## config.mk

```make
export PLATFORM = sky130hd
export DESIGN_NAME = mc_controller
export DESIGN_NICKNAME = d
export VERILOG_FILES = /design/src/rtl/mc_controller.sv
export SDC_FILE = /design/constraint.sdc
export NUM_CORES = 1
export LEC_CHECK = 0
export ABC_AREA = 1
export ABC_CLOCK_PERIOD_IN_PS = 1100
export CORE_MARGIN = 3
export CORE_UTILIZATION = 35
export CTS_CLUSTER_DIAMETER = 60
export DETAILED_ROUTE_END_ITERATION = 10
export PLACE_DENSITY = 0.8
export SYNTH_ARGS = -nofsm -noshare
export SYNTH_HDL_FRONTEND = slang
export SYNTH_SLANG_ARGS = --single-unit
```

## constraint.sdc

```tcl
create_clock -name clk -period 1.1 [get_ports clk]
set_input_delay 0.165 -clock clk [delete_from_list [all_inputs] [get_ports clk]]
set_output_delay 0.165 -clock clk [all_outputs]
set_load 0.03 [all_outputs]
```

## src/rtl/mc_controller.sv

```systemverilog
// Multi-cycle MIPS-style control FSM: FETCH/DECODE/EXEC/MEM/WB/HALT sequencing.
// Define PERF_CNT_EN to add the cycle_cnt/instr_cnt performance counters.
module mc_controller (
  input  logic       clk,
  input  logic       rst_n,
  input  logic [5:0] op,
  input  logic [5:0] funct,
  input  logic       alu_zf,
  input  logic       mem_ready,
  output logic       mem_req,
  output logic       mem_we,
  output logic       mem_iord,
  output logic       ir_wren,
  output logic       pc_wren,
  output logic [2:0] pc_control,
  output logic       reg_file_wren,
  output logic       reg_file_dmux_sel,
  output logic [2:0] state,
  output logic       halted
`ifdef PERF_CNT_EN
  ,
  output logic [31:0] cycle_cnt,
  output logic [31:0] instr_cnt
`endif
);

  typedef enum logic [2:0] {
    FETCH  = 3'd0,
    DECODE = 3'd1,
    EXEC   = 3'd2,
    MEM    = 3'd3,
    WB     = 3'd4,
    HALT   = 3'd5
  } state_t;

  state_t state_q, state_d;
  logic   halted_q;
  logic   is_load, is_store;

  // Loads occupy opcodes 0x20-0x26, stores 0x28-0x2E.
  assign is_load  = (op[5:3] == 3'b100) && (op[2:0] != 3'b111);
  assign is_store = (op[5:3] == 3'b101) && (op[2:0] != 3'b111);

  always_comb begin
    state_d           = state_q;
    mem_req           = 1'b0;
    mem_we            = 1'b0;
    mem_iord          = 1'b0;
    ir_wren           = 1'b0;
    pc_wren           = 1'b0;
    pc_control        = 3'b000;
    reg_file_wren     = 1'b0;
    reg_file_dmux_sel = 1'b1;
    case (state_q)
      FETCH: begin
        mem_req = 1'b1;
        if (mem_ready) begin
          ir_wren = 1'b1;
          pc_wren = 1'b1;
          state_d = DECODE;
        end
      end
      DECODE: begin
        if (op == 6'h02) begin
          pc_wren    = 1'b1;
          pc_control = 3'b001;
          state_d    = FETCH;
        end else if (op == 6'h03) begin
          pc_wren       = 1'b1;
          pc_control    = 3'b001;
          reg_file_wren = 1'b1;
          state_d       = FETCH;
        end else if (op == 6'h00 && funct == 6'h0C) begin
          state_d = HALT;
        end else begin
          state_d = EXEC;
        end
      end
      EXEC: begin
        state_d = WB;
        if (op == 6'h04) begin
          pc_wren    = alu_zf;
          pc_control = 3'b011;
          state_d    = FETCH;
        end else if (op == 6'h05) begin
          pc_wren    = !alu_zf;
          pc_control = 3'b011;
          state_d    = FETCH;
        end else if (op == 6'h00 && funct == 6'h08) begin
          pc_wren    = 1'b1;
          pc_control = 3'b010;
          state_d    = FETCH;
        end else if (op == 6'h00 && funct == 6'h09) begin
          pc_wren       = 1'b1;
          pc_control    = 3'b010;
          reg_file_wren = 1'b1;
          state_d       = FETCH;
        end else if (is_load || is_store) begin
          state_d = MEM;
        end
      end
      MEM: begin
        mem_req  = 1'b1;
        mem_iord = 1'b1;
        mem_we   = is_store;
        if (mem_ready) state_d = is_store ? FETCH : WB;
      end
      WB: begin
        reg_file_wren     = 1'b1;
        reg_file_dmux_sel = !is_load;
        state_d           = FETCH;
      end
      HALT:    state_d = HALT;
      default: state_d = FETCH;
    endcase
    // While reset is held no request or write may escape, even mid-handshake.
    if (!rst_n) begin
      mem_req           = 1'b0;
      mem_we            = 1'b0;
      mem_iord          = 1'b0;
      ir_wren           = 1'b0;
      pc_wren           = 1'b0;
      pc_control        = 3'b000;
      reg_file_wren     = 1'b0;
      reg_file_dmux_sel = 1'b1;
    end
  end

  always_ff @(posedge clk) begin
    if (!rst_n) begin
      state_q  <= FETCH;
      halted_q <= 1'b0;
    end else begin
      state_q  <= state_d;
      halted_q <= halted_q | (state_d == HALT);
    end
  end

  assign state  = state_q;
  assign halted = halted_q;

`ifdef PERF_CNT_EN
  // An instruction retires whenever the FSM re-enters FETCH from another state.
  always_ff @(posedge clk) begin
    if (!rst_n) begin
      cycle_cnt <= 32'd0;
      instr_cnt <= 32'd0;
    end else begin
      if (state_q != HALT) cycle_cnt <= cycle_cnt + 32'd1;
      if (state_d == FETCH && state_q != FETCH) instr_cnt <= instr_cnt + 32'd1;
    end
  end
`endif

endmodule

```

# --- Yosys cells after proc, flatten, opt, wreduce, memory -nomap -nowiden ---
# Cells that the tools add are included.
word_totals:
  ff_bits: 4
  output_inout_bits: 14
  word_cells: 75
op_classes:
  n_bitwise: 1
  n_eq_ne: 16
  mux: 45
  reduce_logical: 11
ops:
  columns: ["op", "count"]
  rows:
  - ["2-to-1 mux 3 bit", 12]
  - ["2-to-1 mux 1 bit", 25]
  - ["== test 6 x 4 -> 1 bit, second input constant", 3]
  - ["== test 3 bit, second input constant", 5]
  - ["one-hot mux 3 bit (5 select lines)", 1]
  - ["== test 6 x 2 -> 1 bit, second input constant", 2]
  - ["== test 6 x 3 -> 1 bit, second input constant", 2]
  - ["2-to-1 mux 2 bit", 4]
  - ["== test 3 x 2 -> 1 bit, second input constant", 2]
  - ["zero test 6 bit", 1]
  - ["one-hot mux 1 bit (3 select lines)", 2]
  - ["logical AND 1 bit", 5]
  - ["one-hot mux 2 bit (2 select lines)", 1]
  - ["== test 3 x 1 -> 1 bit, second input constant", 1]
  - ["zero test 3 bit", 1]
  - ["inequality test 3 bit, second input constant", 1]
  - ["zero test 1 bit", 2]
  - ["OR reduction 2 bit", 1]
  - ["logical OR 1 bit", 1]
  - ["bitwise OR 1 bit", 1]

# --- Logic depth before layout (Yosys ltp) ---
# Gate-level depths: netlist of run 1.
depth:
  word_depth: 11
  mapped_depth: 9
  mapped_depth_nobuf: 9

# --- Least setup slack after synthesis of run 1 ---
# Ideal clock, no wire load.
synth_timing:
  kind: "flip-flop to output port"
  startpoint: "reg state_q[0], in the netlist state[0]"
  endpoint: "out pc_wren"
  arrival_ns: 1.561
  n_path_buf: 0
  path_slack_ns: -0.626
  path_stages_with_launch: 7
  required_time_ns: 0.935
  path_cell_list: "dfxtp_1 nand2_2 nor2_4 inv_2 nor2_4 nor2_1 a21oi_1"
synth_via:
  elab_chain_len: 3
synth_rtl:
  columns: ["element", "line", "source"]
  rows:
  - ["start, declared", "36", "state_t state_q, state_d;"]
  - ["start signal, assigned", "134", "state_q <= state_d;"]
  - ["== test 3 x 2 -> 1 bit (tied with other cells)", "54", "case (state_q)"]
  - ["one-hot mux 1 bit (3 select lines) *", "54", null]
  - ["2-to-1 mux 1 bit *", "117", "if (!rst_n) begin"]
  - ["end, declared", "14", "output logic pc_wren,"]
# Every way passes the cells marked *; elsewhere a longest branch is shown, timed or not.

# --- Final worst setup path of run 1 ---
layout_timing:
  startpoint: "reg state_q[1], in the netlist state[1]"
  endpoint: "out reg_file_wren"
layout_via:
  elab_chain_len: 3
layout_rtl:
  columns: ["element", "line", "source"]
  rows:
  - ["== test 3 bit (tied with other cells)", "54", null]
  - ["one-hot mux 1 bit (3 select lines) *", "54", null]
  - ["2-to-1 mux 1 bit *", "117", null]
  - ["end, declared", "16", "output logic reg_file_wren,"]
# Marked as above.

==> impl_metrics.yaml, run 1 <==
run_status:
  status: "finished with violations"
  violations: "setup timing"
logic_synthesis:
  yosys.area_share.adder_pct: 0
  yosysTopAreaCellShare_pct: 14.9
  ys_warn_count: 0
  synth_top_flop_cell: "dfxtp_1"
  syn_area_um2: 579
  synth-xor-area-share_pct: 1.51
  postSynthCellCount: 109
  syn_area_per_cell_um2: 5.31
  synth_compound_area_share_pct: 8.64
  synthTopCellsByCount: "nor2_1 (23), inv_1 (20), nand3_1 (16)"
  synth_simple_gate_area_share_pct: 57.9
  yosys-top-cells-area: "nor2_1 (15%), dfxtp_1 (14%), nand3_1 (14%), inv_1 (13%), nand2_1 (9.7%)"
  ys_seq_area_share_pct: 13.8
  synth-edff-count: 0
  yosysMostFrequentCell: "nor2_1"
  synth_nets: 125
  netlist.top_cell.by_area: "nor2_1"
  synth.distinct_cells: 18
  synthArstFlopShare_pct: 0
  synth_top_family_by_area: "simple AND/OR/NAND/NOR gates"
  synthMuxAreaShare_pct: 0
  ys_ff_latch: 4
placement:
  dp_hpwl_mm: 1.66
  io_buffers: 28
  globalplace.congestion: 0.765
  pre_cts_ws_ps: -679
routing:
  drtIter0Drc: 88
  vias_per_cell: 5.89
  routed_wl_mm: 4.08
  drt-met1-wl_mm: 1.36
  dr.pass1.iters: 5
  wl_met3_um: 425
  wire_per_inst_um: 20.8
  vias: 1154
  top_layer: "met4"
  wl_met2_mm: 1.95
  ant_nets: 0
  drc: 0
die:
  rows: 14
  die-width_um: 46.7
  num_io_pins: 30
  fp.dieH_um: 46.7
  initial_core_util_pct: 38.0
  fp.coreArea_um2: 1520
  dieArea_um2: 2180
layout:
  n_antenna_cell: 0
  fin_nets: 197
  nFillCells: 57
  area_growth_pct: 148
  drive_gt1_share_pct: 64.4
worst_setup_path:
  end_kind: "primary output"
  arrival_ps: 1540
  reg2reg_depth: 9
  rrSetupSlack_ps: -360
  r2r_start: "state[2]"
  regToRegEndpoint: "state[0]"
  crit_path_max_fanout: 4
  crit_path_start_kind: "register"
  path_class: "register to primary output"
  cp_data_required_time_ps: 940
sta:
  setup_tns_ps: -4940
  rsz0062_at_grt: "true"
  period_minus_slack_ps: 1700
  max_freq_mhz: 588
  worst_slack_ps: -602
  fin_crit_sh_pct: 155
  skew_ps: 17.8
  setup_violations: 13
  drv_slew: 0
  hold_violations: 0
worst_hold_path:
  min_from: "rst_n"
  hp-class: "input port to register"
  holdPathStages: 4
  hold_path_end: "state[1]"
global_routing:
  grt_pass1_vias: 958
  track_usage_pct: 25.0
  gr-total-overflow: 0
  grt_max_degree: 6
  antenna_found_initial: 0
  grt_pass1_wl_mm: 3.88
power:
  power_mw: 0.885
  p_per_area_nw_per_um2: 618
  seqPwrFrac_pct: 19.2
  switchingPower_mw: 0.368
  p_int_mw: 0.517
  power.share.combinational_pct: 57.6
  p_leak_nw: 0.715
  ir_drop_v: 0.000894
  swShare_pct: 41.6
  p_clk_share_pct: 23.2
clocking:
  cts_tree: "yes"
  cts_buffers: 3
  cts_max_path_buffers: 2
  clk_latency_ps: 240
  cts_root_buf: "clkbuf_4"
  cts.clk_slew.worst_paths_ps: 50
  htreeDepth: 1
  clock-sinks: 4
  hold_buffers: 0
flow_run:
  drv_cap: 0
worst max path at each step:
stage,slack (ps),cells after the start,end,from
finish,-600,10,reg_file_wren,state[1]
floorplan,-220,6,pc_wren,state[1]
detailed placement,-680,9,pc_wren,op[1]
global route,-680,10,reg_file_wren,state[1]
CTS,-430,8,pc_wren,state[1]
global placement,-610,10,pc_wren,funct[3]
cell type report:
cell class	count	area [um^2]	area share [%]
multi-input combinational	79	596	41.5
clock buffer	4	26.3	1.83
inverter	25	101	7.07
timing repair buffer	68	599	41.8
sequential	4	91.3	6.37
tap	16	20.0	1.40
flip-flops by register name, indices dropped and copies added (netlist names):
name    cells
halted      1
state       3
logic make-up (layout without fill, tap and decap cells):
group,Yosys count,in the layout
simple gates,67,67
buf+inv,26,97
compound gates,10,10
flops,4,4
other cells,1,1
xor+xnor,1,1
power by group through the flow:
| stage | clock network [mW] | logic, mW | registers (mW) |
|---|---|---|---|
| 6_report | 0.205 | 0.510 | 0.170 |
| 3_5_place_dp | 0 | 0.371 | 0.168 |
| 4_1_cts | 0.207 | 0.414 | 0.166 |
| 5_1_grt | 0.224 | 0.530 | 0.171 |
| 3_3_place_gp | 0 | 0.364 | 0.167 |
| 2_1_floorplan | 0 | 0.161 | 0.185 |
critical path, cell delays in order, from the launching register on:
cell and delay [ps]:
dfxtp_4 360, inv_6 80, nand2_4 50, nor2_4 110
inv_2 70, nor2_4 140, a21oi_2 70, nand2_1 110
nand2_1 110, inv_2 70, buf_6 120
placed cells by master (no fill, tap or decap), types with 5 or more instances in the layout:
| master | instances |
|---|---|
| buf_4 | 37 |
| buf_6 | 16 |
| inv_1 | 14 |
| nor2_2 | 12 |
| nand2_1 | 10 |
| inv_2 | 9 |
| nor2_4 | 9 |
| nand3_1 | 9 |
| nor2_1 | 7 |
| dlygate4sd2_1 | 7 |
| nand3_2 | 5 |
| nand2_2 | 5 |
metal layers:
layer  vias to the layer above  global-route usage, %
met5                         -                      0
met4                         0                   7.73
met3                        40                   4.69
met2                       118                   48.6
met1                       516                   26.4
li1                        480                      -
stage by stage:
step           hold WS, ps  cells  area (um^2)  util [%]
6_report               345    196         1430      94.1
4_1_cts                454    190         1300      85.2
2_1_floorplan          269    109          654         -
5_1_grt                379    196         1430      94.1
3_5_place_dp           454    180         1120      73.8
3_3_place_gp           450    180         1120      73.8
repair_timing:
action	CTS	global route
pin swaps	21	17
setup buffers	6	6
gates resized for setup	45	33
setup endpoints to repair	13	14
endpoints found under the hold margin	0	0
(Power assumes the default switching activity.)
==> inputs of run 2 (changes only) <==
--- a/config.mk
+++ b/config.mk
@@ -11,6 +11,7 @@
 export CORE_UTILIZATION = 35
 export CTS_CLUSTER_DIAMETER = 60
 export DETAILED_ROUTE_END_ITERATION = 10
+export MAX_ROUTING_LAYER = met4
 export PLACE_DENSITY = 0.8
 export SYNTH_ARGS = -nofsm -noshare
 export SYNTH_HDL_FRONTEND = slang
==> impl_metrics.yaml, run 2 (synthesis results as in run 1) <==
routing:
  wire_per_inst_um: 20.8
  drtIter0Drc: 74
  dr.pass1.iters: 5
  drc: 0
  routed_wl_mm: 4.08
  ant_nets: 0
  vias_per_cell: 5.96
  vias: 1168
die:
  initial_core_util_pct: 38.0
  num_io_pins: 30
  rows: 14
  dieArea_um2: 2180
  fp.coreArea_um2: 1520
  fp.dieH_um: 46.7
  die-width_um: 46.7
power:
  p_clk_share_pct: 23.4
  swShare_pct: 41.9
  seqPwrFrac_pct: 19.1
  p_per_area_nw_per_um2: 621
  p_int_mw: 0.517
  p_leak_nw: 0.715
  power.share.combinational_pct: 57.4
  ir_drop_v: 0.000895
  switchingPower_mw: 0.373
worst_setup_path:
  crit_path_max_fanout: 3
  crit_path_start_kind: "input port"
  end_kind: "primary output"
  cp_data_required_time_ps: 940
  arrival_ps: 1560
  path_class: "input port to primary output"
layout:
  fin_util_pct: 94.1
  layout_commonest_cell: "buf_4"
  largest_reg_flops: 3
  nFillCells: 57
  drive_gt1_share_pct: 64.4
  regArea_um2: 91.3
  multiInputGateArea_um2: 596
  final_cell_mix: "buf_4 (37), buf_6 (16), inv_1 (14)"
  area_growth_pct: 148
  fin_nets: 197
  n_antenna_cell: 0
clocking:
  htreeDepth: 1
  cts_tree: "yes"
  cts_root_buf: "clkbuf_4"
  cts_buffers: 3
  cts.clk_slew.worst_paths_ps: 50
  clock-sinks: 4
  cts_max_path_buffers: 2
  clk_latency_ps: 250
sta:
  drv_slew: 0
  setup_tns_ps: -5090
  setup_violations: 13
  worst_slack_ps: -624
  fin_crit_sh_pct: 157
  rsz0062_at_grt: "true"
  hold_violations: 0
  period_minus_slack_ps: 1720
  max_freq_mhz: 580
  skew_ps: 20.2
placement:
  globalplace.congestion: 0.775
  io_buffers: 28
  dp_hpwl_mm: 1.66
global_routing:
  grt_max_degree: 6
  gr-total-overflow: 0
  grt_pass1_wl_mm: 3.88
  grt_pass1_vias: 959
  track_usage_pct: 25.7
  antenna_found_initial: 0
worst_hold_path:
  hp-class: "input port to register"
flow_run:
  drv_cap: 0
run_status:
  violations: "setup timing"
  status: "finished with violations"
-- run 2: cell counts in the layout (fill, tap and decap cells not counted) --
Identical to the previous run, type by type.
-- run 2: critical path, stage by stage --
cell	delay, ps
clkdlybuf4s15_1	220
nor2_2	240
nand3_1	230
nor2_4	220
a21oi_2	80
nand2_1	110
nand2_1	110
inv_2	70
buf_6	120
-- run 2: cell type report --
type                            instances  share of cell area [%]
Multi-Input combinational cell         79                    41.5
Inverter                               25                    7.07
Clock buffer                            4                    1.83
Timing Repair Buffer                   68                    41.8
Sequential cell                         4                    6.37
Tap cell                               16                    1.40
-- run 2: what timing repair did --
action / CTS / global route
setup endpoints to repair: 13 / 14
hold buffers: 0 / 0
buffers inserted: 6 / 6
resized for setup: 45 / 33
pin swaps: 21 / 17
-- run 2: path summary, 6_finish.rpt --
check,startpoint,endpoint,slack (ps),cells past startpoint
max,op[2],reg_file_wren,-620,9
min,rst_n,state[1],340,4
max reg2reg,state[2],state[0],-390,9
min reg2reg,halted,halted,560,2
-- run 2: per-stage QoR --
step                std cells  area [um^2]  power (mW)  worst slack, ps  hold WS (ps)
floorplan                 109          654       0.345             -221           269
global placement          180         1120       0.531             -613           450
detailed placement        180         1120       0.540             -679           454
CTS                       190         1300       0.787             -426           454
global route              196         1430       0.926             -663           379
finish                    196         1430       0.890             -624           341
-- run 2: power groups by stage --
stage,combinational [mW],sequential [mW],clock (mW)
final,0.511,0.170,0.209
after global routing,0.531,0.171,0.224
after CTS,0.414,0.166,0.207
after detailed placement,0.371,0.168,0
after global placement,0.364,0.167,0
after floorplan,0.161,0.185,0
-- run 2: layer usage --
| metal | GRT usage, % | up-vias | share of wire (%) |
|---|---|---|---|
| met5 | - | - | 0 |
| met4 | 7.73 | 0 | 8.3 |
| met3 | 4.69 | 40 | 12 |
| met2 | 48.6 | 123 | 47 |
| met1 | 26.4 | 523 | 33 |
| li1 | - | 482 | - |
